$ cat config.mk
export PLATFORM = sky130hd
export DESIGN_NAME = pipe_hazard_ctrl_flat
export DESIGN_NICKNAME = d
export VERILOG_FILES = /design/src/rtl/pipe_pkg.sv /design/src/rtl/pipe_hazard_ctrl_if.sv /design/src/rtl/pipe_src_match.sv /design/src/rtl/pipe_hazard_ctrl.sv /design/src/flat_wrapper.sv
export SDC_FILE = /design/constraint.sdc
export NUM_CORES = 1
export LEC_CHECK = 0
export CAP_MARGIN = 20
export CORE_MARGIN = 2
export CORE_UTILIZATION = 48
export CTS_CLUSTER_DIAMETER = 100
export DETAILED_ROUTE_END_ITERATION = 8
export PLACE_DENSITY = 0.78
export SETUP_SLACK_MARGIN = 0.3
export SLEW_MARGIN = 10
export SYNTH_ARGS = -nofsm -noshare
export SYNTH_HDL_FRONTEND = slang
export SYNTH_SLANG_ARGS = --single-unit
$ cat constraint.sdc
create_clock -name clk -period 2.8 [get_ports clk]
set_input_delay 0.56 -clock clk [delete_from_list [all_inputs] [get_ports clk]]
set_output_delay 0.56 -clock clk [all_outputs]
set_load 0.05 [all_outputs]
$ cat src/rtl/pipe_pkg.sv
// pipe_pkg: shared types, forward-select encodings and default parameters for pipe_hazard_ctrl.
package pipe_pkg;
    localparam int DEPTH_DEF    = 3;
    localparam int RA_W_DEF     = 5;
    localparam int LOAD_LAT_DEF = 1;
    localparam int BR_STAGE_DEF = 1;

    // Entry fields are sized for the largest supported configuration
    localparam int RA_W_MAX  = 16;
    localparam int CNT_W_MAX = 4;

    localparam int FWD_RF = 0;

    typedef struct packed {
        logic                 valid;
        logic                 wr;
        logic [RA_W_MAX-1:0]  waddr;
        logic [CNT_W_MAX-1:0] rdy_cnt;
    } sb_entry_t;

    // Retire-latch select equals the scoreboard depth
    function automatic int fwd_retire(input int depth);
        return depth;
    endfunction

    // Entry k feeds EX through the output register of stage k, encoded as k+1
    function automatic int fwd_sel(input logic hit, input int idx);
        return hit ? idx + 1 : FWD_RF;
    endfunction
endpackage

$ cat src/rtl/pipe_hazard_ctrl_if.sv
// pipe_hazard_ctrl_if: ID-stage request and hazard-control response bundle.
interface pipe_hazard_ctrl_if #(
    parameter int DEPTH = pipe_pkg::DEPTH_DEF,
    parameter int RA_W  = pipe_pkg::RA_W_DEF,
    parameter int FS_W  = $clog2(DEPTH + 1)
);
    logic            id_valid_i;
    logic [RA_W-1:0] id_rs_i;
    logic [RA_W-1:0] id_rt_i;
    logic            id_use_rs_i;
    logic            id_use_rt_i;
    logic            id_wr_i;
    logic [RA_W-1:0] id_waddr_i;
    logic            id_load_i;
    logic            redirect_i;
    logic            stall_o;
    logic            bubble_o;
    logic            flush_o;
    logic [FS_W-1:0] fwd_a_o;
    logic [FS_W-1:0] fwd_b_o;
    logic [DEPTH-1:0] stage_valid_o;

    modport master (
        output id_valid_i, id_rs_i, id_rt_i, id_use_rs_i, id_use_rt_i,
               id_wr_i, id_waddr_i, id_load_i, redirect_i,
        input  stall_o, bubble_o, flush_o, fwd_a_o, fwd_b_o, stage_valid_o
    );

    modport slave (
        input  id_valid_i, id_rs_i, id_rt_i, id_use_rs_i, id_use_rt_i,
               id_wr_i, id_waddr_i, id_load_i, redirect_i,
        output stall_o, bubble_o, flush_o, fwd_a_o, fwd_b_o, stage_valid_o
    );
endinterface

$ cat src/rtl/pipe_src_match.sv
// pipe_src_match: finds the youngest in-flight writer of one source register.
module pipe_src_match import pipe_pkg::*; #(
    parameter int DEPTH = DEPTH_DEF,
    parameter int RA_W  = RA_W_DEF,
    parameter int IW    = $clog2(DEPTH)
) (
    input  logic                 use_src,
    input  logic [RA_W-1:0]      src,
    input  sb_entry_t            sb [DEPTH],
    output logic                 hit,
    output logic [IW-1:0]        idx,
    output logic [CNT_W_MAX-1:0] rdy_cnt
);
    // Scan oldest to youngest so the youngest matching writer wins; $0 never matches
    always_comb begin
        hit     = 1'b0;
        idx     = '0;
        rdy_cnt = '0;
        for (int i = DEPTH - 1; i >= 0; i--) begin
            if (use_src && src != '0 && sb[i].valid && sb[i].wr &&
                sb[i].waddr == RA_W_MAX'(src)) begin
                hit     = 1'b1;
                idx     = IW'(i);
                rdy_cnt = sb[i].rdy_cnt;
            end
        end
    end
endmodule

$ cat src/rtl/pipe_hazard_ctrl.sv
// pipe_hazard_ctrl: scoreboard-driven stall, bubble, flush and forward-select control.
// Defining PIPE_HAZARD_PERF_EN adds saturating stall/flush cycle counters.
module pipe_hazard_ctrl import pipe_pkg::*; #(
    parameter int DEPTH    = DEPTH_DEF,
    parameter int RA_W     = RA_W_DEF,
    parameter int LOAD_LAT = LOAD_LAT_DEF,
    parameter int BR_STAGE = BR_STAGE_DEF,
    parameter int FS_W     = $clog2(DEPTH + 1)
) (
    input  logic              clk,
    input  logic              rst_n,
    pipe_hazard_ctrl_if.slave bus
`ifdef PIPE_HAZARD_PERF_EN
    ,
    output logic [31:0]       stall_cnt_o,
    output logic [31:0]       flush_cnt_o
`endif
);
    localparam int IW = $clog2(DEPTH);

    sb_entry_t            sb  [DEPTH];
    sb_entry_t            nxt [DEPTH];
    logic                 hit_a, hit_b, hazard, stall, advance;
    logic [IW-1:0]        idx_a, idx_b;
    logic [CNT_W_MAX-1:0] rdy_a, rdy_b;
    logic [FS_W-1:0]      fwd_a, fwd_b;
    logic [DEPTH-1:0]     stage_valid;

    pipe_src_match #(.DEPTH(DEPTH), .RA_W(RA_W)) u_match_a (
        .use_src(bus.id_use_rs_i), .src(bus.id_rs_i), .sb(sb),
        .hit(hit_a), .idx(idx_a), .rdy_cnt(rdy_a)
    );

    pipe_src_match #(.DEPTH(DEPTH), .RA_W(RA_W)) u_match_b (
        .use_src(bus.id_use_rt_i), .src(bus.id_rt_i), .sb(sb),
        .hit(hit_b), .idx(idx_b), .rdy_cnt(rdy_b)
    );

    // Hazard when a used source's youngest producer is not yet forwardable; redirect overrides it
    always_comb begin
        hazard  = bus.id_valid_i && ((hit_a && rdy_a != '0) || (hit_b && rdy_b != '0));
        stall   = hazard && !bus.redirect_i;
        advance = bus.id_valid_i && !hazard && !bus.redirect_i;
    end

    assign bus.stall_o       = stall;
    assign bus.bubble_o      = stall;
    assign bus.flush_o       = bus.redirect_i;
    assign bus.fwd_a_o       = fwd_a;
    assign bus.fwd_b_o       = fwd_b;
    assign bus.stage_valid_o = stage_valid;

    // Next scoreboard: ID or a bubble enters EX; older entries shift, age, and die if younger than a redirect
    always_comb begin
        nxt[0] = '0;
        if (advance) begin
            nxt[0].valid   = 1'b1;
            nxt[0].wr      = bus.id_wr_i;
            nxt[0].waddr   = RA_W_MAX'(bus.id_waddr_i);
            nxt[0].rdy_cnt = bus.id_load_i ? CNT_W_MAX'(LOAD_LAT) : '0;
        end
        for (int i = 1; i < DEPTH; i++) begin
            nxt[i]       = sb[i-1];
            nxt[i].valid = sb[i-1].valid && !(bus.redirect_i && i <= BR_STAGE);
            if (sb[i-1].rdy_cnt != '0)
                nxt[i].rdy_cnt = sb[i-1].rdy_cnt - 1'b1;
        end
    end

    // Expose per-entry valid bits
    always_comb begin
        stage_valid = '0;
        for (int i = 0; i < DEPTH; i++)
            stage_valid[i] = sb[i].valid;
    end

    // Scoreboard state and forward selects registered for the instruction entering EX
    always_ff @(posedge clk or negedge rst_n) begin
        if (!rst_n) begin
            for (int i = 0; i < DEPTH; i++)
                sb[i] <= '0;
            fwd_a <= '0;
            fwd_b <= '0;
        end else begin
            for (int i = 0; i < DEPTH; i++)
                sb[i] <= nxt[i];
            fwd_a <= advance ? FS_W'(fwd_sel(hit_a, int'(idx_a))) : FS_W'(FWD_RF);
            fwd_b <= advance ? FS_W'(fwd_sel(hit_b, int'(idx_b))) : FS_W'(FWD_RF);
        end
    end

`ifdef PIPE_HAZARD_PERF_EN
    // Saturating counts of stall and flush cycles
    always_ff @(posedge clk or negedge rst_n) begin
        if (!rst_n) begin
            stall_cnt_o <= '0;
            flush_cnt_o <= '0;
        end else begin
            if (stall && stall_cnt_o != '1)
                stall_cnt_o <= stall_cnt_o + 1'b1;
            if (bus.redirect_i && flush_cnt_o != '1)
                flush_cnt_o <= flush_cnt_o + 1'b1;
        end
    end
`endif
endmodule
$ cat src/flat_wrapper.sv
// flat-port wrapper written by rule: the top's interface ports become plain ports
module pipe_hazard_ctrl_flat import pipe_pkg::*;
#(
    parameter int DEPTH    = DEPTH_DEF,
    parameter int RA_W     = RA_W_DEF,
    parameter int LOAD_LAT = LOAD_LAT_DEF,
    parameter int BR_STAGE = BR_STAGE_DEF,
    parameter int FS_W     = $clog2(DEPTH + 1)
)
  (clk, rst_n, bus_id_valid_i, bus_id_rs_i, bus_id_rt_i, bus_id_use_rs_i, bus_id_use_rt_i, bus_id_wr_i, bus_id_waddr_i, bus_id_load_i, bus_redirect_i, bus_stall_o, bus_bubble_o, bus_flush_o, bus_fwd_a_o, bus_fwd_b_o, bus_stage_valid_o);
  pipe_hazard_ctrl_if #(.DEPTH(DEPTH), .RA_W(RA_W), .FS_W(FS_W)) bus_i ();
  input  logic clk;
  input  logic rst_n;
  input wire logic [$bits(bus_i.id_valid_i)-1:0] bus_id_valid_i;
  input wire logic [$bits(bus_i.id_rs_i)-1:0] bus_id_rs_i;
  input wire logic [$bits(bus_i.id_rt_i)-1:0] bus_id_rt_i;
  input wire logic [$bits(bus_i.id_use_rs_i)-1:0] bus_id_use_rs_i;
  input wire logic [$bits(bus_i.id_use_rt_i)-1:0] bus_id_use_rt_i;
  input wire logic [$bits(bus_i.id_wr_i)-1:0] bus_id_wr_i;
  input wire logic [$bits(bus_i.id_waddr_i)-1:0] bus_id_waddr_i;
  input wire logic [$bits(bus_i.id_load_i)-1:0] bus_id_load_i;
  input wire logic [$bits(bus_i.redirect_i)-1:0] bus_redirect_i;
  output wire logic [$bits(bus_i.stall_o)-1:0] bus_stall_o;
  output wire logic [$bits(bus_i.bubble_o)-1:0] bus_bubble_o;
  output wire logic [$bits(bus_i.flush_o)-1:0] bus_flush_o;
  output wire logic [$bits(bus_i.fwd_a_o)-1:0] bus_fwd_a_o;
  output wire logic [$bits(bus_i.fwd_b_o)-1:0] bus_fwd_b_o;
  output wire logic [$bits(bus_i.stage_valid_o)-1:0] bus_stage_valid_o;
  assign bus_i.id_valid_i = bus_id_valid_i;
  assign bus_i.id_rs_i = bus_id_rs_i;
  assign bus_i.id_rt_i = bus_id_rt_i;
  assign bus_i.id_use_rs_i = bus_id_use_rs_i;
  assign bus_i.id_use_rt_i = bus_id_use_rt_i;
  assign bus_i.id_wr_i = bus_id_wr_i;
  assign bus_i.id_waddr_i = bus_id_waddr_i;
  assign bus_i.id_load_i = bus_id_load_i;
  assign bus_i.redirect_i = bus_redirect_i;
  assign bus_stall_o = bus_i.stall_o;
  assign bus_bubble_o = bus_i.bubble_o;
  assign bus_flush_o = bus_i.flush_o;
  assign bus_fwd_a_o = bus_i.fwd_a_o;
  assign bus_fwd_b_o = bus_i.fwd_b_o;
  assign bus_stage_valid_o = bus_i.stage_valid_o;
  pipe_hazard_ctrl #(.DEPTH(DEPTH), .RA_W(RA_W), .LOAD_LAT(LOAD_LAT), .BR_STAGE(BR_STAGE), .FS_W(FS_W)) u_core (.clk(clk), .rst_n(rst_n), .bus(bus_i));
endmodule
==> impl_metrics.yaml, run 1 <==
detailed_routing:
  wire_per_inst_um: 17.6
  num_vias: 1018
  viasPerCell: 5.39
  wl_um: 3330
  drc: 0
  drt-initial-drc-count: 22
  ant_nets: 0
  firstDrtPassIters: 4
place:
  place_congestion: 0.956
  portBuffers: 32
  hpwl_um: 2200
global_routing:
  grt_use_met3_pct: 4.19
  antenna_found_initial: 0
  grt_max_degree: 27
  met1_usage_pct: 28.7
  grt_pass1_wl_um: 5460
  top_usage_layer: "met2"
  use_met2_pct: 38.3
  grt_pass1_vias: 1104
  grt_overflow: 0
  gr-usage-all-layers_pct: 23.0
logic_synthesis:
  netlist_area_um2: 1290
  synthesis.nets: 125
  avgSynthCellArea_um2: 12.6
  synth_seq_area_share_pct: 50.4
  synth_top_area_share_pct: 50.4
  ys_types: 20
  ys_warn_count: 0
  ys_ff_latch: 26
  synth_cells: 102
  synth_area_leaders: "dfrtp_1 50%, xnor2_1 16%, nor3b_2 6.8%"
  synth_area_leader_cell: "dfrtp_1"
sta:
  setup_viol: 0
  hold_viol_final: 0
  finalMaxSlewViolations: 0
  finalClockSkew_ns: 0.00489
  rsz0062_at_grt: "yes"
  whs_ns: 0.416
  slew_headroom_pct: 64.5
  clock.fmax_ghz: 0.397
  fin_crit_sh_pct: 90.0
  period_needed_ns: 2.52
  worst_pin_slew_ns: 0.531
floorplan:
  chipWidth_um: 55.8
  io_pins: 33
  fp.coreArea_um2: 2520
  start_util_pct: 51.1
  die_h_um: 55.8
  die-area_um2: 3120
  placement_rows: 18
worst_setup_path:
  worstPathMaxFanout: 2
  crit_arrival_ns: 1.96
  worstSetupPathType: "in2out"
  end_kind: "primary output"
  crit_chain: "buf_2 -> or4_4 -> o21ai_4 -> nor4_4 -> o21a_1 -> nor2b_4 -> buf_12"
  cp_data_required_time_ns: 2.24
  worst_path_max_delay_cell: "or4_4"
  max_stage_delay_ns: 0.54
  critPathBufInv: 2
  crit_family: "simple AND/OR/NAND/NOR gates"
  start_kind: "primary input"
power_and_ir_drop:
  powerDensity_nw_per_um2: 387
  finalPower_w: 0.000744
  ir_drop_mv: 0.284
  p_leak_nw: 0.819
finish:
  antenna_cells: 0
  drive_gt1_share_pct: 40.3
  multi_input_area_um2: 657
  nets: 183
  ff_latch_area_um2: 651
  fill_cells: 152
  synthToLayoutAreaGrowth_pct: 49.0
outcome:
  status: "finished clean"
clock_network:
  cts_tree: "yes"
  htreeDepth: 1
  path_clk_slew_ns: 0.15
  cts_buffers: 3
  clk_latency_ns: 0.32
  cts_num_sinks: 26
  root_buffer: "clkbuf_4"
  clk_path_buf_depth: 2
hold_path:
  worst_hold_path_type: "reg2reg"
job:
  cap_violations: 0
worst paths after layout:
path | endpoint | startpoint | cells after the start | slack (ns)
max in group asynchronous | u_core.nxt[4] | rst_n | 2 | 1.97
min reg2reg | u_core.sb[20] | u_core.nxt[20] | 0 | 0.42
min in group asynchronous | u_core.nxt[6] | rst_n | 2 | 0.58
max reg2reg | u_core.bus.fwd_a_o[1] | u_core.nxt[4] | 5 | 0.89
max | bus_bubble_o | bus_id_rt_i[2] | 7 | 0.28
min | u_core.sb[20] | u_core.nxt[20] | 0 | 0.42
logic make-up (layout without fill, tap and decap cells):
family / Yosys count / count (layout) / synth area share (%)
buffers and inverters: 7 / 64 / 4.07
xor gates and xnor gates: 30 / 30 / 20.4
DFF: 26 / 26 / 50.4
AOI/OAI and AO/OA: 7 / 7 / 5.04
and+or+nand+nor: 32 / 32 / 20.1
repair_timing:
item | 4_1_cts | 5_1_grt
gates resized for setup | 51 | 3
hold buffers | 0 | 0
setup buffers | 7 | 3
endpoints found under the setup margin | 2 | 2
pin swaps | 12 | 4
per-stage QoR:
| stage | cells | setup WS (ns) | TNS, ns | cell area (um^2) | util (%) |
|---|---|---|---|---|---|
| 3_3_place_gp | 175 | -0.0582 | -0.116 | 1780 | 70.4 |
| 5_1_grt | 189 | 0.225 | 0 | 1920 | 76.2 |
| 4_1_cts | 186 | 0.275 | 0 | 1890 | 75.0 |
| 3_5_place_dp | 175 | -0.0806 | -0.160 | 1780 | 70.4 |
| 6_report | 189 | 0.280 | 0 | 1920 | 76.2 |
| 2_1_floorplan | 102 | 0.312 | 0 | 1320 | - |
where the power goes:
part	internal [W]	switching [W]
clock	0.0000795	0.000116
sequential	0.000388	0.0000128
combinational	0.0000794	0.0000683
placed cells by master (no fill, tap or decap), drive strengths merged, types with 2 or more instances in the layout:
| master | netlist | final |
|---|---|---|
| nor3 | 2 | 2 |
| nor4 | 4 | 4 |
| a2111oi | 2 | 2 |
| nand2 | 3 | 3 |
| clkbuf | 1 | 4 |
| nor2b | 4 | 4 |
| buf | 6 | 39 |
| a21oi | 2 | 2 |
| xnor2 | 24 | 24 |
| xor2 | 6 | 6 |
| nand4 | 6 | 6 |
| or4 | 4 | 4 |
| o21ai | 2 | 2 |
| dfrtp | 26 | 26 |
| clkdlybuf4s50 | 0 | 18 |
| nor3b | 7 | 7 |
state kept, by name, indices dropped and copies added, names as in the netlist:
| register | count |
|---|---|
| u_core.sb | 7 |
| u_core.bus.fwd_b_o | 2 |
| u_core.bus.fwd_a_o | 2 |
| u_core.nxt | 12 |
| u_core.bus.stage_valid_o | 3 |
layer usage:
layer / vias to the layer above / part of all wire, % / wire (um)
li1: 465 / - / -
met1: 507 / 41 / 1370
met2: 38 / 52 / 1730
met3: 8 / 4.7 / 157
met4: 0 / 2.5 / 83
met5: - / 0 / 0
synthesized netlist by cell type (all sizes together):
master / number
a2111oi: 2
a21oi: 2
buf: 6
clkbuf: 1
dfrtp: 26
nand2: 3
nand2b: 1
nand4: 6
nor2: 1
nor2b: 4
nor3: 2
nor3b: 7
nor4: 4
o21a: 1
o21ai: 2
or4: 4
xnor2: 24
xor2: 6
cell type report:
type	instances	area share (%)
Sequential cell	26	33.9
Clock buffer	4	1.89
Multi-Input combinational cell	69	34.2
Timing Repair Buffer	60	28.1
Tap cell	30	1.95
No activity file was read; power rests on OpenSTA's default activity.
==> run 2: changes to the inputs <==
Settings changed: CAP_MARGIN 20 to default, CELL_PAD_IN_SITES_DETAIL_PLACEMENT from default to 0, CELL_PAD_IN_SITES_GLOBAL_PLACEMENT from default to 1, CORE_MARGIN 2 to 5, CORE_UTILIZATION 48 to 38.
==> run 2 against run 1 <==
Effect of this change: clock power fell by 5%; routed wire length shrank 11%; clock skew rose by 0.0016 ns; register-to-register slack improved by 0.08 ns; critical endpoint unchanged; largest cell class unchanged; highest routed layer unchanged.
==> impl_metrics.yaml, run 2 (synthesized netlist as in run 1, its figures left out) <==
detailed_routing:
  firstDrtPassIters: 4
  drt-initial-drc-count: 58
  wl_um: 2970
  ant_nets: 0
  num_vias: 936
  wire_per_inst_um: 14.9
  drc: 0
  viasPerCell: 4.68
worst_setup_path:
  crit_arrival_ns: 1.96
  cp_data_required_time_ns: 2.24
  worstRegToRegCells: 5
  critPathBufInv: 2
  reg2reg_slack_ns: 0.97
  crit_chain: "buf_2 -> or4_4 -> o21ai_4 -> nor4_4 -> o21a_1 -> nor2b_4 -> buf_12"
  r2r_start: "u_core.nxt[7]"
  worstSetupPathType: "in2out"
  worst_path_max_delay_cell: "or4_4"
  start_kind: "primary input"
  end_kind: "primary output"
  reg2reg_to: "u_core.bus.fwd_b_o[1]"
  crit_family: "simple AND/OR/NAND/NOR gates"
  worstPathMaxFanout: 3
  max_stage_delay_ns: 0.52
job:
  cap_violations: 0
floorplan:
  start_util_pct: 39.0
  die-area_um2: 4660
  io_pins: 33
  fp.coreArea_um2: 3310
  die_h_um: 68.3
  placement_rows: 21
  chipWidth_um: 68.3
sta:
  slew_headroom_pct: 66.4
  setup_slack_ns: 0.280
  hold_viol_final: 0
  setup_viol: 0
  finalMaxSlewViolations: 0
  worst_pin_slew_ns: 0.502
  rsz0062_at_grt: "yes"
  finalClockSkew_ns: 0.00652
  fin_crit_sh_pct: 90.0
  clock.fmax_ghz: 0.397
  period_needed_ns: 2.52
global_routing:
  antenna_found_initial: 0
  gr-usage-all-layers_pct: 13.5
  grt_overflow: 0
  grt_pass1_wl_um: 4650
  grt_pass1_vias: 1030
  grt_max_degree: 27
finish:
  synthToLayoutAreaGrowth_pct: 46.8
  drive_gt1_share_pct: 38.3
  largest_reg_flops: 12
  layout_commonest_cell: "dfrtp_1"
  final_cell_mix: "26 x dfrtp_1, 21 x xnor2_1, 20 x buf_4, 18 x clkdlybuf4s50_1"
  antenna_cells: 0
  design_area_um2: 1890
  nets: 178
  utilization_pct: 57.2
place:
  dp_slack_ns: -0.0849
  portBuffers: 32
  place_congestion: 0.821
  placed_cell_area_um2: 1790
  hpwl_um: 2260
power_and_ir_drop:
  p_leak_nw: 0.791
  powerDensity_nw_per_um2: 383
  ir_drop_mv: 0.181
  finalPower_w: 0.000725
clock_network:
  htreeDepth: 1
  cts_buffers: 3
  path_clk_slew_ns: 0.14
  clk_path_buf_depth: 2
  holdBufCountCts: 0
  cts_num_sinks: 26
  cts_tree: "yes"
  root_buffer: "clkbuf_4"
  clk_latency_ns: 0.31
hold_path:
  hold_start: "u_core.nxt[42]"
  holdPathEnd: "u_core.nxt[20]"
  worst_hold_path_type: "reg2reg"
  hold_depth: 0
outcome:
  status: "finished clean"
[run 2: cell count changes in the layout (fill, tap and decap cells not counted), sizes merged]
cell,change
dlygate4sd2,+1
buf,-5
clkdlybuf4s15,-1
[run 2: how the worst max path moves through the flow]
stage	depth (start not counted)	startpoint	endpoint
after floorplan	6	bus_id_rt_i[1]	bus_stall_o
after global placement	7	bus_id_rs_i[2]	bus_bubble_o
after detailed placement	7	bus_id_rt_i[2]	bus_bubble_o
after CTS	7	bus_id_rs_i[3]	bus_bubble_o
after global routing	8	bus_id_rs_i[1]	bus_bubble_o
final	7	bus_id_rs_i[2]	bus_bubble_o
[run 2: routing by layer]
metal  GRT usage, %  wire length (um)
met5              0                 0
met4           3.72                19
met3           1.97                99
met2           24.4              1550
met1           16.6              1300
[run 2: power breakdown]
part,internal (W),switching [W]
sequential,0.000388,0.0000111
combinational,0.0000756,0.0000647
clock,0.0000794,0.000106
total,0.000543,0.000182
[run 2: final cells by class]
class	instances	area, um^2
clock buffers	4	36.3
flip-flops and latches	26	651
fillers	294	1420
multi-input cells	69	657
well taps	46	57.6
repair buffers	55	492
[run 2: repair_timing]
| item | in CTS | in global routing |
|---|---|---|
| pin swaps | 11 | 5 |
| resized for setup | 48 | 3 |
| buffers inserted | 3 | 3 |
| hold endpoints to repair | 0 | 0 |
| setup endpoints to repair | 2 | 2 |
[run 2: through the flow]
stage / hold WS [ns] / TNS (ns) / cells
floorplan: 0.264 / 0 / 102
global placement: 0.363 / -0.142 / 190
detailed placement: 0.360 / -0.167 / 190
CTS: 0.391 / 0 / 197
global route: 0.403 / 0 / 200
finish: 0.392 / 0 / 200
==> run 3: changes to the inputs <==
Settings changed: CORE_UTILIZATION 38 to 40, SYNTH_HIERARCHICAL from default to 1.
==> run 3 against run 2 <==
Effect of this change: the run now ends with setup timing left; total power grew 22%; flip-flop and latch count is the same; die area increased by 25%; core utilization rose by 8.1 points; final area is 49% higher; critical path type unchanged; largest power group unchanged; synthesized cell count rose by 73%; largest cell class unchanged; non-clock buffer count is 13 higher; critical path depth is 3 higher; via count is 73% higher; cell count increased by 88%.
==> impl_metrics.yaml, run 3 <==
sta:
  clock.fmax_ghz: 0.297
  worst_pin_slew_ns: 0.497
  period_needed_ns: 3.37
  setup_viol: 12
  finalMaxSlewViolations: 0
  fin_crit_sh_pct: 120
  setup_slack_ns: -0.572
  fin_setup_tns_ns: -1.37
  finalClockSkew_ns: 0.0116
  rsz0062_at_grt: "yes"
  slew_headroom_pct: 66.7
  hold_viol_final: 0
  whs_ns: 0.411
clock_network:
  cts_tree: "yes"
  clk_path_buf_depth: 2
  root_buffer: "clkbuf_8"
  cts_buffers: 3
  path_clk_slew_ns: 0.10
  htreeDepth: 1
  cts_num_sinks: 26
  clk_latency_ns: 0.27
global_routing:
  gr-usage-all-layers_pct: 16.0
  grt_pass1_vias: 1654
  antenna_found_initial: 0
  grt_pass1_wl_um: 7640
  grt_overflow: 0
  grt_max_degree: 27
hold_path:
  holdPathEnd: "u_core/nxt[20]"
  hold_depth: 0
  hold_start: "u_core/nxt[42]"
  worst_hold_path_type: "reg2reg"
finish:
  fill_cells: 360
  drive_gt1_share_pct: 24.1
  largest_reg_flops: 12
  synthToLayoutAreaGrowth_pct: 59.7
  nets: 348
  layout_commonest_cell: "conb_1"
  antenna_cells: 0
  final_cell_mix: "88 x conb_1, 36 x buf_4, 29 x xnor2_1, 26 x dfrtp_1, 19 x clkdlybuf4s50_1"
floorplan:
  io_pins: 33
  placement_rows: 24
  die-area_um2: 5850
  fp.coreArea_um2: 4320
  start_util_pct: 40.9
  die_h_um: 76.5
  chipWidth_um: 76.5
worst_setup_path:
  crit_arrival_ns: 2.81
  cp_data_required_time_ns: 2.24
  reg2reg_to: "u_core/bus.fwd_b_o[1]"
  worstRegToRegCells: 11
  start_kind: "primary input"
  reg2reg_slack_ns: 0.11
  worstPathMaxFanout: 5
  end_kind: "primary output"
  r2r_start: "u_core/nxt[26]"
  worstSetupPathType: "in2out"
place:
  portBuffers: 32
  hpwl_um: 3500
  place_congestion: 0.792
logic_synthesis:
  async_flop_share_pct: 100
  synth.most_common_cell: "xnor2_1"
  ys_warn_count: 6
  synth_seq_area_share_pct: 36.8
  synth-simple-area-share_pct: 32.4
  synth_area_leaders: "dfrtp_1 37%, xnor2_1 15%, a2bb2oi_1 4.0%"
  ys_types: 35
  synth_cells: 176
  synthXorXnorAreaFrac_pct: 15.9
  synth_area_leader_cell: "dfrtp_1"
  yosys-top-cells-count: "30 x xnor2_1, 26 x dfrtp_1, 12 x nand2_1"
  synth_edf_count: 0
  synthAdderAreaFrac_pct: 0
  synth_ff_type: "dfrtp_1"
  synth_top_area_share_pct: 36.8
  avgSynthCellArea_um2: 10.0
  synth_top_family_by_area: "simple AND/OR/NAND/NOR gates"
  synth-compound-area-share_pct: 10.6
  ys_ff_latch: 26
  muxShareOfSynthArea_pct: 0
  netlist_area_um2: 1770
detailed_routing:
  wire_per_inst_um: 11.9
  viasPerCell: 4.31
  num_vias: 1622
  met2_length_um: 2180
  wl_um: 4470
  wl_met1_um: 2110
  drc: 0
  highest_layer: "met4"
  wl_met3_um: 123
  drt-initial-drc-count: 41
  ant_nets: 0
  firstDrtPassIters: 4
power_and_ir_drop:
  seqPwrFrac_pct: 45.2
  p_clk_share_pct: 35.5
  pwr-share-comb_pct: 19.3
  p_leak_nw: 1.42
  ir_drop_mv: 0.208
  switching_share_pct: 24.6
  powerDensity_nw_per_um2: 313
  power.switching_w: 0.000218
  finalPower_w: 0.000884
  p_int_w: 0.000666
outcome:
  violations: "setup timing"
  status: "finished with violations"
job:
  cap_violations: 0
==> run 3: cell count changes after synthesis, moves of 8 or more <==
cell / before / now
nor4_1: 2 / 10
a2bb2oi_1: 0 / 8
nand3_1: 0 / 8
nand2_1: 3 / 12
a32oi_1: 0 / 8
nand4b_1: 0 / 8
==> run 3: worst max-delay path, stage by stage <==
cell and delay [ns]:
buf_6 0.09, or4_4 0.51, o21a_1 0.20, and4_4 0.18, a32oi_2 0.19, a2bb2oi_2 0.09, or4_4 0.53, a22oi_4 0.24
nor2b_4 0.07, buf_8 0.15
==> run 3: timing repair <==
action / in CTS / in global routing
resized for setup: 30 / 18
setup endpoints to repair: 14 / 14
pin swaps: 14 / 18
hold buffers: 0 / 0
setup buffers: 4 / 3
==> run 3: cell type report <==
| class | count | area (um^2) | share of cell area (%) |
|---|---|---|---|
| repair buffers | 68 | 581 | 20.6 |
| well taps | 52 | 65.1 | 2.31 |
| clock inverters | 1 | 30.0 | 1.06 |
| flip-flops and latches | 26 | 651 | 23.1 |
| clock buffers | 3 | 41.3 | 1.46 |
| multi-input cells | 226 | 1450 | 51.5 |
==> run 3: cells by family after synthesis <==
logic type | after synthesis
AO/OA/AOI/OAI | 21
other | 1
buffers and inverters | 11
AND/OR/NAND/NOR | 85
flip-flops | 26
XOR/XNOR | 32
==> run 3: metrics by stage <==
step / util [%] / instances / instance area, um^2 / setup slack, ns
final: 65.2 / 376 / 2820 / -0.572
after global routing: 65.2 / 376 / 2820 / -0.641
after CTS: 63.6 / 373 / 2750 / -0.592
after detailed placement: 60.7 / 365 / 2620 / -0.914
after global placement: 60.7 / 365 / 2620 / -0.916
after floorplan: - / 263 / 2100 / -0.517
==> run 3: per-layer routing <==
| layer | global-route usage [%] | vias to the layer above |
|---|---|---|
| met5 | 0 | - |
| met4 | 5.24 | 0 |
| met3 | 2.36 | 4 |
| met2 | 28.5 | 27 |
| met1 | 19.6 | 716 |
| li1 | - | 875 |
==> run 3: how the worst max path moves through the flow <==
stage                    from            to  slack, ns
2_1_floorplan  bus_id_rs_i[1]   bus_stall_o      -0.52
3_3_place_gp   bus_id_rt_i[1]   bus_stall_o      -0.92
3_5_place_dp   bus_id_rt_i[1]   bus_stall_o      -0.91
4_1_cts        bus_id_rs_i[3]   bus_stall_o      -0.59
5_1_grt        bus_id_rs_i[4]   bus_stall_o      -0.64
6_report       bus_id_rs_i[4]  bus_bubble_o      -0.57
==> run 3: power by group through the flow <==
stage | Combinational (W) | Clock [W] | Sequential (W)
after floorplan | 0.0000875 | 0 | 0.000404
after global placement | 0.000160 | 0 | 0.000407
after detailed placement | 0.000161 | 0 | 0.000407
after CTS | 0.000163 | 0.000320 | 0.000400
after global routing | 0.000190 | 0.000334 | 0.000401
final | 0.000171 | 0.000313 | 0.000400
